$ cat src/rtl/bib3_pkg.sv
// bib3_pkg: definitions shared by the bib3 execution unit and its sequencing
// driver bib3_surucu.
//   - Field widths of the 9-bit instruction word {op, a, b} and of the 4-bit result.
//   - Bit positions of each field inside the instruction word.
//   - Driver FSM state encoding.
package bib3_pkg;

    localparam int OP_W     = 3;
    localparam int A_W      = 3;
    localparam int B_W      = 3;
    localparam int BUYRUK_W = OP_W + A_W + B_W;
    localparam int SONUC_W  = 4;

    // Field slices inside a buyruk word: {op[8:6], a[5:3], b[2:0]}.
    localparam int OP_MSB = 8;
    localparam int OP_LSB = 6;
    localparam int A_MSB  = 5;
    localparam int A_LSB  = 3;
    localparam int B_MSB  = 2;
    localparam int B_LSB  = 0;

    typedef logic [BUYRUK_W-1:0] buyruk_t;
    typedef logic [SONUC_W-1:0]  sonuc_t;

    // BOS: idle, CALIS: issuing instructions, BITTI: one-cycle completion.
    typedef enum logic [1:0] {
        BOS   = 2'd0,
        CALIS = 2'd1,
        BITTI = 2'd2
    } durum_e;

endpackage

$ cat src/rtl/bib3_surucu_if.sv
// bib3_surucu_if: instruction/result link between the driver and bib3.
//   buyruk : instruction word presented to bib3 (driver -> bib3).
//   sonuc  : result from bib3, combinational from buyruk (bib3 -> driver).
// Modports: master = driver side, slave = bib3 side.
interface bib3_surucu_if;
    import bib3_pkg::*;

    buyruk_t buyruk;
    sonuc_t  sonuc;

    modport master (output buyruk, input sonuc);
    modport slave  (input buyruk, output sonuc);

endinterface

$ cat src/rtl/bib3_surucu_buyruk_bellek.sv
// buyruk_bellek: DERINLIK x 9-bit program store for bib3_surucu.
//   clk, rst_n : clock, asynchronous active-low clear of every slot.
//   yaz_en_i   : write strobe (qualified by the caller).
//   yaz_adr_i  : slot to write.
//   yaz_veri_i : instruction word to store.
//   oku_adr_i  : slot to read.
//   oku_veri_o : combinational read of slot oku_adr_i.
module buyruk_bellek
    import bib3_pkg::*;
#(
    parameter  int DERINLIK = 8,
    localparam int ADR_W    = $clog2(DERINLIK)
) (
    input  logic             clk,
    input  logic             rst_n,
    input  logic             yaz_en_i,
    input  logic [ADR_W-1:0] yaz_adr_i,
    input  buyruk_t          yaz_veri_i,
    input  logic [ADR_W-1:0] oku_adr_i,
    output buyruk_t          oku_veri_o
);

    buyruk_t bellek_q [DERINLIK];

    // NOTE: this store is a plain register file, so every slot is cleared by
    // reset; a run started right after reset must see all-zero words.
    always_ff @(posedge clk or negedge rst_n) begin
        if (!rst_n) begin
            for (int i = 0; i < DERINLIK; i++) begin
                bellek_q[i] <= '0;
            end
        end else if (yaz_en_i) begin
            bellek_q[yaz_adr_i] <= yaz_veri_i;
        end
    end

    assign oku_veri_o = bellek_q[oku_adr_i];

endmodule

$ cat src/rtl/bib3_surucu.sv
// bib3_surucu: sequencing driver for the bib3 execution unit.
// Holds a program of 9-bit instructions, issues them one at a time for
// BEKLEME cycles each, and captures bib3's 4-bit result for every issued
// instruction into a result buffer.
//   clk, rst_n  : clock, asynchronous active-low reset.
//   yaz_en      : program write strobe (ignored while mesgul).
//   yaz_adr     : program slot to write.
//   yaz_buyruk  : instruction word {op, a, b}.
//   baslat      : start a run (sampled in BOS only).
//   adet        : number of instructions to run from slot 0, clamped to DERINLIK.
//   oku_adr     : result slot to read.
//   oku_sonuc   : combinational read of result slot oku_adr.
//   mesgul      : run in progress (state != BOS).
//   bitti       : one-cycle completion pulse.
//   bus         : master side of the bib3 link (registered buyruk out, sonuc in).
module bib3_surucu
    import bib3_pkg::*;
#(
    parameter  int DERINLIK = 8,
    parameter  int BEKLEME  = 2,
    localparam int ADR_W    = $clog2(DERINLIK),
    localparam int ADET_W   = ADR_W + 1,
    localparam int SAY_W    = (BEKLEME > 1) ? $clog2(BEKLEME) : 1
) (
    input  logic              clk,
    input  logic              rst_n,
    input  logic              yaz_en,
    input  logic [ADR_W-1:0]  yaz_adr,
    input  buyruk_t           yaz_buyruk,
    input  logic              baslat,
    input  logic [ADET_W-1:0] adet,
    input  logic [ADR_W-1:0]  oku_adr,
    output sonuc_t            oku_sonuc,
    output logic              mesgul,
    output logic              bitti,
    bib3_surucu_if.master     bus
);

    durum_e            durum_q, durum_d;
    logic [ADR_W-1:0]  idx_q, idx_d;
    logic [ADR_W-1:0]  son_q, son_d;     // index of the last instruction of this run
    logic [SAY_W-1:0]  say_q, say_d;     // hold counter, 0..BEKLEME-1
    buyruk_t           buyruk_q, buyruk_d;
    sonuc_t            sonuc_q [DERINLIK];

    logic              yakala;           // capture bus.sonuc into result[idx_q] this edge
    logic [ADR_W-1:0]  prog_adr;
    buyruk_t           prog_veri;
    logic [ADET_W-1:0] adet_kisit;

    // The program is frozen while a run is in progress.
    buyruk_bellek #(.DERINLIK(DERINLIK)) u_bellek (
        .clk        (clk),
        .rst_n      (rst_n),
        .yaz_en_i   (yaz_en && (durum_q == BOS)),
        .yaz_adr_i  (yaz_adr),
        .yaz_veri_i (yaz_buyruk),
        .oku_adr_i  (prog_adr),
        .oku_veri_o (prog_veri)
    );

    // adet larger than the program is clamped rather than wrapped.
    assign adet_kisit = (adet > ADET_W'(DERINLIK)) ? ADET_W'(DERINLIK) : adet;

    // NOTE: every signal written here gets its default first, so no path can
    // leave one unassigned and infer a latch.
    always_comb begin
        durum_d  = durum_q;
        idx_d    = idx_q;
        son_d    = son_q;
        say_d    = say_q;
        buyruk_d = buyruk_q;
        yakala   = 1'b0;
        prog_adr = '0;

        unique case (durum_q)
            BOS: begin
                buyruk_d = '0;
                if (baslat) begin
                    if (adet == '0) begin
                        durum_d = BITTI;
                    end else begin
                        durum_d  = CALIS;
                        idx_d    = '0;
                        say_d    = '0;
                        son_d    = ADR_W'(adet_kisit - 1'b1);
                        buyruk_d = prog_veri;   // prog_adr is 0 here
                    end
                end
            end
            CALIS: begin
                // Prefetch the next word so it can be loaded on the last hold edge.
                prog_adr = idx_q + 1'b1;
                if (say_q == SAY_W'(BEKLEME - 1)) begin
                    yakala = 1'b1;
                    if (idx_q == son_q) begin
                        durum_d  = BITTI;
                        buyruk_d = '0;
                    end else begin
                        idx_d    = idx_q + 1'b1;
                        say_d    = '0;
                        buyruk_d = prog_veri;
                    end
                end else begin
                    say_d = say_q + 1'b1;
                end
            end
            BITTI: begin
                durum_d = BOS;
            end
            default: begin
                durum_d = BOS;
            end
        endcase
    end

    // NOTE: state registers use non-blocking assignments so every register
    // samples the pre-edge values, independent of statement order.
    always_ff @(posedge clk or negedge rst_n) begin
        if (!rst_n) begin
            durum_q  <= BOS;
            idx_q    <= '0;
            son_q    <= '0;
            say_q    <= '0;
            buyruk_q <= '0;
        end else begin
            durum_q  <= durum_d;
            idx_q    <= idx_d;
            son_q    <= son_d;
            say_q    <= say_d;
            buyruk_q <= buyruk_d;
        end
    end

    // Result buffer: a reset mid-run clears it and drops any pending capture.
    always_ff @(posedge clk or negedge rst_n) begin
        if (!rst_n) begin
            for (int i = 0; i < DERINLIK; i++) begin
                sonuc_q[i] <= '0;
            end
        end else if (yakala) begin
            sonuc_q[idx_q] <= bus.sonuc;
        end
    end

    // A read colliding with a capture to the same slot returns the old value.
    assign oku_sonuc  = sonuc_q[oku_adr];
    assign bus.buyruk = buyruk_q;
    assign mesgul     = (durum_q != BOS);
    assign bitti      = (durum_q == BITTI);

endmodule

$ cat src/flat_wrapper.sv
// flat-port wrapper written by rule: the top's interface ports become plain ports
module bib3_surucu_flat import bib3_pkg::*;
#(
    parameter  int DERINLIK = 8,
    parameter  int BEKLEME  = 2,
    localparam int ADR_W    = $clog2(DERINLIK),
    localparam int ADET_W   = ADR_W + 1,
    localparam int SAY_W    = (BEKLEME > 1) ? $clog2(BEKLEME) : 1
)
  (clk, rst_n, yaz_en, yaz_adr, yaz_buyruk, baslat, adet, oku_adr, oku_sonuc, mesgul, bitti, bus_buyruk, bus_sonuc);
  bib3_surucu_if bus_i ();
  input  logic clk;
  input  logic rst_n;
  input  logic yaz_en;
  input  logic [ADR_W-1:0] yaz_adr;
  input  buyruk_t yaz_buyruk;
  input  logic baslat;
  input  logic [ADET_W-1:0] adet;
  input  logic [ADR_W-1:0] oku_adr;
  output sonuc_t oku_sonuc;
  output logic mesgul;
  output logic bitti;
  output wire logic [$bits(bus_i.buyruk)-1:0] bus_buyruk;
  input wire logic [$bits(bus_i.sonuc)-1:0] bus_sonuc;
  assign bus_buyruk = bus_i.buyruk;
  assign bus_i.sonuc = bus_sonuc;
  bib3_surucu #(.DERINLIK(DERINLIK), .BEKLEME(BEKLEME)) u_core (.clk(clk), .rst_n(rst_n), .yaz_en(yaz_en), .yaz_adr(yaz_adr), .yaz_buyruk(yaz_buyruk), .baslat(baslat), .adet(adet), .oku_adr(oku_adr), .oku_sonuc(oku_sonuc), .mesgul(mesgul), .bitti(bitti), .bus(bus_i));
endmodule
$ cat config.mk
export PLATFORM = sky130hd
export DESIGN_NAME = bib3_surucu_flat
export DESIGN_NICKNAME = d
export VERILOG_FILES = /design/src/rtl/bib3_pkg.sv /design/src/rtl/bib3_surucu_if.sv /design/src/rtl/bib3_surucu_buyruk_bellek.sv /design/src/rtl/bib3_surucu.sv /design/src/flat_wrapper.sv
export SDC_FILE = /design/constraint.sdc
export NUM_CORES = 1
export LEC_CHECK = 0
export BUFFER_PORTS_ARGS = -buffer_cell sky130_fd_sc_hd__buf_2
export CORE_MARGIN = 4
export CORE_UTILIZATION = 60
export DETAILED_ROUTE_END_ITERATION = 8
export PLACE_DENSITY = 0.86
export SLEW_MARGIN = 10
export SYNTH_ARGS = -nofsm -noshare
export SYNTH_HDL_FRONTEND = slang
export SYNTH_SLANG_ARGS = --single-unit
$ cat constraint.sdc
create_clock -name clk -period 2.05 [get_ports clk]
set_input_delay 0.41 -clock clk [delete_from_list [all_inputs] [get_ports clk]]
set_output_delay 0.41 -clock clk [all_outputs]
set_load 0.01 [all_outputs]
# After elaboration in Yosys (flattened, before gate mapping)
# Index checks and enable logic that the tools add are counted.
# W data, S select, Z words.
word_totals:
  register_bits: 122
  inputBits: 27
op_classes:
  addsub: 3
  n_lt_le_gt_ge: 7
  n_eq_ne: 8
  n_mux: 36
  bitwise: 5
  reduce_logical: 12
ops:
  columns: ["op", "n"]
  rows:
  - ["$bwmux W72", 1]
  - ["$mux W9", 7]
  - ["$bwmux W32", 1]
  - ["$bmux W9 S3", 1]
  - ["$demux W9 S3", 1]
  - ["$mux W3", 6]
  - ["$pmux W9 S2", 1]
  - ["$ge A4 B4 Y1 const B", 4]
  - ["$not A3 Y4", 4]
  - ["$bmux W4 S3", 1]
  - ["$demux W4 S3", 1]
  - ["$mux W4", 3]
  - ["$reduce_and A3 Y1", 3]
  - ["$lt A4 B1 Y1 const B", 2]
  - ["$mux W2", 4]
  - ["$mux W1", 6]
  - ["$ne A2 B2 Y1 const B", 3]
  - ["$pmux W3 S2", 1]
  - ["$reduce_and A5 Y1", 1]
  - ["$gt A4 B4 Y1 const B", 1]
  - ["$logic_not A4 Y1", 1]
  - ["$ne A2 B1 Y1 const B", 2]
  - ["$pmux W2 S2", 1]
  - ["$reduce_bool A2 Y1", 2]
  - ["other kinds (11)", 13]

# Depth between registers and ports, before layout
# Gate-level depths: netlist of the first run.
logic_depth:
  ltp_word: 9
  ltp_mapped: 7
  depth_no_buf: 5

# Cells and area by module
# Synthesis of the first run repeated with hierarchy kept, for this count alone.
unflattened:
  hier_cells: 365
  hier_area_um2: 5758.0
modules_own_cells:
  columns: ["module", "instances", "cells_per_inst", "area_per_inst_um2"]
  rows:
  - ["buyruk_bellek", 1, 191, 3352.0]
  - ["bib3_surucu", 1, 174, 2406.1]

# Least setup slack after synthesis of the first run
# Ideal clock, no wire load.
synth_timing:
  path_kind: "reg-to-reg"
  startpoint: "register u_core.idx_q[1]"
  endpoint: "register u_core.buyruk_q[0] (netlist: u_core.bus.buyruk[0])"
  arrival_ns: 1.733
  required_ns: 1.928
  slack_ns: 0.195
  path_stages_with_launch: 7
  n_path_buf: 1
  synth_period_minus_slack_ns: 1.855
  path_cell_list: "dfrtp_1 -> ha_1 -> clkbuf_1 -> nor2b_1 -> o21ai_0 -> nand4_1 -> a32o_1"
synth_between:
  elab_chain_cells: 9
  elab_cells_between_ends: 12
  classes_between: "add/sub: 1; eq/ne: 1; mux: 9; bitwise: 1"
synth_lines:
  columns: ["element", "line", "text"]
  rows:
  - ["start, declared", "bib3_surucu.sv:40", "logic [ADR_W-1:0] idx_q, idx_d;"]
  - ["start signal, assigned", "bib3_surucu.sv:128", "idx_q <= idx_d;"]
  - ["$add A3 B1 Y3", "bib3_surucu.sv:93", "prog_adr = idx_q + 1'b1;"]
  - ["$mux W3", "bib3_surucu.sv:76", "unique case (durum_q)"]
  - ["$not A3 Y4 (implied by the code)", "bib3_surucu_buyruk_bellek.sv:37", "assign oku_veri_o = bellek_q[oku_adr_i];"]
  - ["$bmux W9 S3", "bib3_surucu_buyruk_bellek.sv:37", null]
  - ["$mux W9 (implied by the code) (2 in a row)", "bib3_surucu_buyruk_bellek.sv:37", null]
  - ["$mux W9 (on tied branches)", "bib3_surucu.sv:96, bib3_surucu.sv:80", null]
  - ["$mux W9 (on tied branches)", "bib3_surucu.sv:94, bib3_surucu.sv:79", null]
  - ["$pmux W9 S2 (*)", "bib3_surucu.sv:76", null]
  - ["end signal, assigned", "bib3_surucu.sv:131", "buyruk_q <= buyruk_d;"]
  - ["end, declared", "bib3_surucu.sv:43", "buyruk_t buyruk_q, buyruk_d;"]
# Every way passes the cells marked *; elsewhere a longest branch is shown, timed or not. The select of a mux whose other input is x is not followed.
# A chain may end at the register's enable or synchronous reset.

# Worst setup path in the final report of the first run
layout_timing:
  startpoint: "register u_core.sonuc_q[18] (netlist bit)"
  endpoint: "output oku_sonuc[2]"
layout_between:
  elab_chain_cells: 3
layout_lines:
  columns: ["element", "line", "text"]
  rows:
  - ["start, declared", "bib3_surucu.sv:44", "sonuc_t sonuc_q [DERINLIK];"]
  - ["start signal, assigned by index", "bib3_surucu.sv:142", "sonuc_q[idx_q] <= bus.sonuc;"]
  - ["$bmux W4 S3", "bib3_surucu.sv:147", "assign oku_sonuc = sonuc_q[oku_adr];"]
  - ["$mux W4 (implied by the code) (2 in a row)", "bib3_surucu.sv:147", null]
  - ["end, declared", "flat_wrapper.sv:20", "output sonuc_t oku_sonuc;"]
# No other way between the ends. The select of a mux whose other input is x is not followed.

==> run summary, run 1 <==
Worst EP arrival -> 1.81 ns
final RePlAce weighted congestion -> 0.8438
r2r setup slk -> 0.11 ns
DP Cell Count -> 613
synthesized netlist cell count -> 439
Post-synth EDFFs -> 0
Filler cells -> 591
gr usage total -> 0.2628
Top Family by Delay on Critical Path -> multiplexers
RSZ-0062 raised after global routing -> yes
CP startpoint kind -> flip-flop
Cell Area, Synth -> 5821 sq um
outcome -> finished with violations
Slowest-stage cell, CP -> mux4_2
Residual DRC -> 0
total of max-cap violations -> 0
number of buffers added on ports -> 41
setup slack after layout -> -0.1740 ns
Post-DRT Antenna Nets -> 0
Mapped Nets -> 468
PnR Total Power -> 11.84 mW
relative slew slack -> 0.5643
Vias/cell -> 6.152
CTS tree -> done
Post-Layout Cell Count -> 651
Place WS -> -0.003977 ns
die area -> 11340 sq um
I/O Pins -> 42
first-pass iteration count of the detailed router -> 5
post-synth top area share -> 0.5245
die width -> 106.5 um
cts bufs inserted -> 17
CP max FO -> 2
Initial Util -> 0.6240
flops & latches, synth -> 122
per-cell routed wire length -> 21.34 um
Setup-failing EPs final -> 4
synthesized area per cell -> 13.26 sq um
complex-gate fraction of the synthesized area -> 0.05589
Root Buffer -> clkbuf_8
CP Capture Type -> output pin
Post-Synth Adder-Cell Area -> 0.004299
WP buf/inv -> 1
CTS sink cnt -> 122
Pleak -> 3.153 nW
Synth area leader -> dfrtp_1
layout cells sized above 1 -> 0.4808
Power Dens Cells -> 1690 nW/um^2
latest clock arrival within the worst-skew pair -> 0.52 ns
data required time of the worst path -> 1.64 ns
post-synthesis mux area share -> 0.2805
CTS Buffer Depth -> 2
final slew viol count -> 0
WL final -> 13890 um
Clk pin slew, worst setup/hold paths -> 0.06 ns
clk_skew -> 0.005523 ns
ant diodes -> 0
Layout area overhead -> 20.36%
largest net degree at the start of global routing -> 45
Final min period -> 2.224 ns
placement row count -> 35
xor/xnor share of the synthesized area -> 0.007524
CP cell instances -> mux4_2 > mux2_4 > buf_6
dpl hpwl -> 8793 um
top_reg_cell synth -> dfrtp_1
initial antenna violation count -> 0
# H-tree levels -> 4
Worst-Margin Slew -> 0.6535 ns
failing checks -> negative setup slack
kind of critical path -> flip-flop to output pin
vias in the first global route -> 4278
worst vdd ir -> 0.001118 V
post-synthesis sequential area ratio -> 0.5245
Achievable Freq -> 0.4496 GHz
final worst-path cycle share -> 1.085
worst min path class -> input pin to flip-flop
core area -> 9328 sq um
Max stage delay on crit path -> 0.49 ns
post-synth cell types -> 41
first-pass GRT wire length -> 22580 um
Layout Nets -> 538
endpoints failing hold -> 0
DRT iter0 DRCs -> 278
ys async rst share -> 1.000
Synth warnings -> 0
Die H -> 106.5 um
vias post-DR -> 4005
dominant cells by area after synthesis -> dfrtp_1 52%, mux2_2 25%, mux4_2 3.1%
Post-Synth Simple-Gate Area -> 0.1055
largest family of logic cells by synthesized area -> multiplexers
Overflow after GRT -> 0
==> synth_stat cells (2+ instances only) <==
cell and number:
mux2_2 129, dfrtp_1 122, nand2_1 29, o21ai_0 20, nand2b_1 12, a21oi_1 10
nand4_1 10, a32o_1 9, nor2_1 9, or4b_1 9, buf_2 8, mux4_2 8
o22ai_1 8, clkbuf_1 7, nor2b_1 6, nand3b_1 5, xor2_1 4, and3_1 3
buf_1 3, buf_6 3, ha_1 2, inv_1 2, nor3_1 2, nor3b_2 2
==> kinds of logic after synthesis <==
kind of cell	count (synthesis)
xor gates and xnor gates	5
AOI/OAI and AO/OA	52
buffers and inverters	24
DFF	122
adders and majority gates	2
and+or+nand+nor	97
muxes	137
==> metrics by stage <==
step           cell area (sq um)  setup TNS [ns]  hold slack [ns]  utilization
3_3_place_gp                6304               0           0.4056       0.6758
3_5_place_dp                6304       -0.003977           0.4063       0.6758
6_report                    7005         -0.5788           0.2183       0.7510
5_1_grt                     7005         -0.7280           0.2224       0.7510
4_1_cts                     6985         -0.6136           0.2081       0.7489
2_1_floorplan               5821               0           0.1144            -
==> worst paths after layout <==
kind                                              start                            to  cells past startpoint
min reg2reg                u_core.u_bellek.bellek_q[60]  u_core.u_bellek.bellek_q[60]                      1
min in group asynchronous                         rst_n               u_core.son_q[0]                      2
max in group asynchronous                         rst_n  u_core.u_bellek.bellek_q[30]                      3
max                                  u_core.sonuc_q[18]                  oku_sonuc[2]                      3
max reg2reg                             u_core.idx_q[0]          u_core.bus.buyruk[4]                      7
min                                       yaz_buyruk[0]   u_core.u_bellek.bellek_q[9]                      2
==> per-layer routing <==
metal,track usage,part of all wire,vias up
met4,0.1005,0.030,0
li1,-,-,1775
met3,0.06982,0.051,34
met5,0,0,-
met2,0.4570,0.53,125
met1,0.3126,0.39,2071
==> repair_timing <==
item / 4_1_cts / 5_1_grt
resized for setup: 8 / 3
setup endpoints to repair: 4 / 6
buffers inserted: 3 / 2
endpoints found under the hold margin: 35 / 0
hold buffers: 1 / 0
==> power by group <==
group          total (mW)  leakage (nW)  internal (mW)  switching [mW]
registers            4.22          1.52           3.53           0.686
logic                4.60          1.34           2.44            2.16
clock network        3.02         0.295           1.92            1.10
total                11.8          3.15           7.89            3.94
==> area by class of cell <==
| type | count | area [sq um] | share of cell area |
|---|---|---|---|
| clock buffer | 19 | 441.7 | 0.06305 |
| tap | 129 | 161.4 | 0.02304 |
| inverter | 2 | 7.507 | 0.001072 |
| timing repair buffer | 73 | 513.0 | 0.07323 |
| multi-input combinational | 293 | 2660 | 0.3797 |
| sequential | 122 | 3054 | 0.4360 |
| clock inverter | 13 | 167.7 | 0.02393 |
==> state kept, by name, summed over array words and instances, names as in the netlist <==
name                      cells
u_core.say_q                  1
u_core.son_q                  3
u_core.u_bellek.bellek_q     72
u_core.idx_q                  3
u_core.bus.buyruk             9
u_core.sonuc_q               32
u_core.durum_q                2
==> cell usage in the layout, fill, tap and decap left out, types with 2 or more instances in the layout <==
master,Yosys,final
a21oi_1,10,10
a32o_1,9,9
and3_1,3,3
buf_12,0,3
buf_2,8,36
buf_4,1,29
buf_6,3,4
bufinv_16,0,3
clkbuf_16,0,16
clkbuf_8,0,3
clkinv_2,0,2
clkinv_4,0,4
clkinvlp_4,0,2
dfrtp_1,122,121
inv_1,2,2
inv_6,0,2
mux2_2,129,125
mux2_4,0,4
mux4_2,8,8
nand2_1,29,29
nand2b_1,12,12
nand3b_1,5,5
nand4_1,10,10
nor2_1,9,9
nor2b_1,6,6
nor3_1,2,2
nor3b_2,2,2
o21ai_0,20,20
o22ai_1,8,8
or4b_1,9,9
xor2_1,4,4
No activity file was read; power rests on OpenSTA's default activity.
==> run 2, diff against run 1 <==
--- a/config.mk
+++ b/config.mk
@@ -6,10 +6,9 @@
 export NUM_CORES = 1
 export LEC_CHECK = 0
 export BUFFER_PORTS_ARGS = -buffer_cell sky130_fd_sc_hd__buf_2
-export CORE_MARGIN = 4
 export CORE_UTILIZATION = 60
 export DETAILED_ROUTE_END_ITERATION = 8
-export PLACE_DENSITY = 0.86
+export PLACE_DENSITY = 0.79
 export SLEW_MARGIN = 10
 export SYNTH_ARGS = -nofsm -noshare
 export SYNTH_HDL_FRONTEND = slang
==> run summary, run 2 (same netlist as run 1, synthesis figures left out) <==
CP cell instances -> mux4_2 > mux2_4 > buf_6
placement row count -> 35
DP Cell Count -> 617
Max stage delay on crit path -> 0.49 ns
Achievable Freq -> 0.4478 GHz
Initial Util -> 0.6240
r2r setup slk -> 0.11 ns
Vias/cell -> 6.153
layout cells sized above 1 -> 0.4771
vias post-DR -> 4024
most common cell after layout, fill and taps aside -> mux2_2
Top Family by Delay on Critical Path -> multiplexers
Overflow after GRT -> 0
Setup-failing EPs final -> 4
CP startpoint kind -> flip-flop
Biggest register -> u_core.u_bellek.bellek_q
dpl hpwl -> 8997 um
final slew viol count -> 0
clk_skew -> 0.01274 ns
CTS sink cnt -> 122
commonest cells after routing, fill and taps aside -> 125 x mux2_2, 122 x dfrtp_1, 36 x buf_2
Layout area overhead -> 21.95%
core area -> 9328 sq um
Filler cells -> 569
total of max-cap violations -> 0
WL final -> 14060 um
number of buffers added on ports -> 41
Worst-Margin Slew -> 0.6166 ns
per-cell routed wire length -> 21.49 um
outcome -> finished with violations
die area -> 10100 sq um
worst vdd ir -> 0.0009401 V
Residual DRC -> 0
Post-DRT Antenna Nets -> 0
internal power -> 8.189 mW
CP max FO -> 2
final RePlAce weighted congestion -> 0.7939
failing checks -> negative setup slack
Place WS -> 0.03831 ns
combinational share of power -> 0.387
DRT iter0 DRCs -> 217
CTS Buffer Depth -> 2
endpoints failing hold -> 0
fin util -> 0.7610
Slowest-stage cell, CP -> mux4_2
kind of critical path -> flip-flop to output pin
Post-Layout Cell Count -> 654
cts bufs inserted -> 17
Clk pin slew, worst setup/hold paths -> 0.06 ns
Switching Share -> 0.3223
Layout Nets -> 542
clock power share -> 0.263
Power Dens Cells -> 1702 nW/um^2
latest clock arrival within the worst-skew pair -> 0.52 ns
# H-tree levels -> 4
Die H -> 100.5 um
worst min path class -> input pin to flip-flop
largest net degree at the start of global routing -> 59
Root Buffer -> clkbuf_8
PnR Total Power -> 12.08 mW
RSZ-0062 raised after global routing -> yes
vias in the first global route -> 4323
I/O Pins -> 42
initial antenna violation count -> 1
Worst EP arrival -> 1.82 ns
max FFs per register -> 72
first-pass GRT wire length -> 22550 um
setup slack after layout -> -0.1830 ns
final worst-path cycle share -> 1.089
Pleak -> 3.204 nW
Final min period -> 2.233 ns
gr usage total -> 0.3065
CP Capture Type -> output pin
Switch Pwr -> 3.894 mW
first-pass iteration count of the detailed router -> 4
WP buf/inv -> 1
die width -> 100.5 um
data required time of the worst path -> 1.64 ns
relative slew slack -> 0.5879
sequential power share -> 0.350
CTS tree -> done
==> run 2: changes by cell type in the layout (fill, tap and decap cells not counted), moves of 2 or more <==
cell	previous run	this run
clkinv_4	4	1
clkinvlp_4	2	0
inv_6	2	0
clkbuf_8	3	7
buf_12	3	6
==> run 2: stage by stage <==
stage / hold slack [ns] / area (sq um) / setup TNS, ns
floorplan: 0.1144 / 5821 / 0
finish: 0.2283 / 7098 / -0.5993
global route: 0.2313 / 7098 / -0.7653
global placement: 0.4155 / 6371 / 0
CTS: 0.2148 / 7078 / -0.6741
detailed placement: 0.4189 / 6371 / 0
==> run 2: metal layers <==
layer  share of wire  wire length, um  global-route usage
met2            0.50             7062              0.5153
met3           0.048              671             0.06935
met4           0.038              533              0.1605
met1            0.41             5789              0.3710
met5               0                0                   0
==> run 2: final timing paths <==
kind | from | to | depth (start not counted)
max reg2reg | u_core.durum_q[1] | u_core.bus.buyruk[5] | 5
max in group asynchronous | rst_n | u_core.bus.buyruk[2] | 3
min reg2reg | u_core.u_bellek.bellek_q[26] | u_core.u_bellek.bellek_q[26] | 1
min | yaz_buyruk[2] | u_core.u_bellek.bellek_q[2] | 2
max | u_core.sonuc_q[16] | oku_sonuc[0] | 3
min in group asynchronous | rst_n | u_core.durum_q[1] | 2
==> run 2: layout make-up <==
type,count,area [sq um],area share
Timing Repair Buffer,77,580.6,0.08179
Antenna cell,1,2.502,0.0003525
Clock buffer,24,500.5,0.07051
Sequential cell,122,3053,0.4301
Inverter,2,7.507,0.001058
Tap cell,129,161.4,0.02274
Clock inverter,6,133.9,0.01886
Multi-Input combinational cell,293,2659,0.3746
==> run 2: repair_timing <==
item                       4_1_cts  5_1_grt
gates resized for setup          8        1
setup endpoints to repair        4        6
hold endpoints to repair        36        0
hold buffers                     1        0
buffers inserted                 3        2
pin swaps                        0        0
==> run 2: power groups by stage <==
stage,Clock [mW],Combinational [mW],Sequential (mW)
floorplan,0,3.17,3.98
global placement,0,4.26,4.14
detailed placement,0,4.41,4.22
CTS,3.21,4.62,4.21
global route,3.31,5.05,4.35
finish,3.17,4.68,4.23
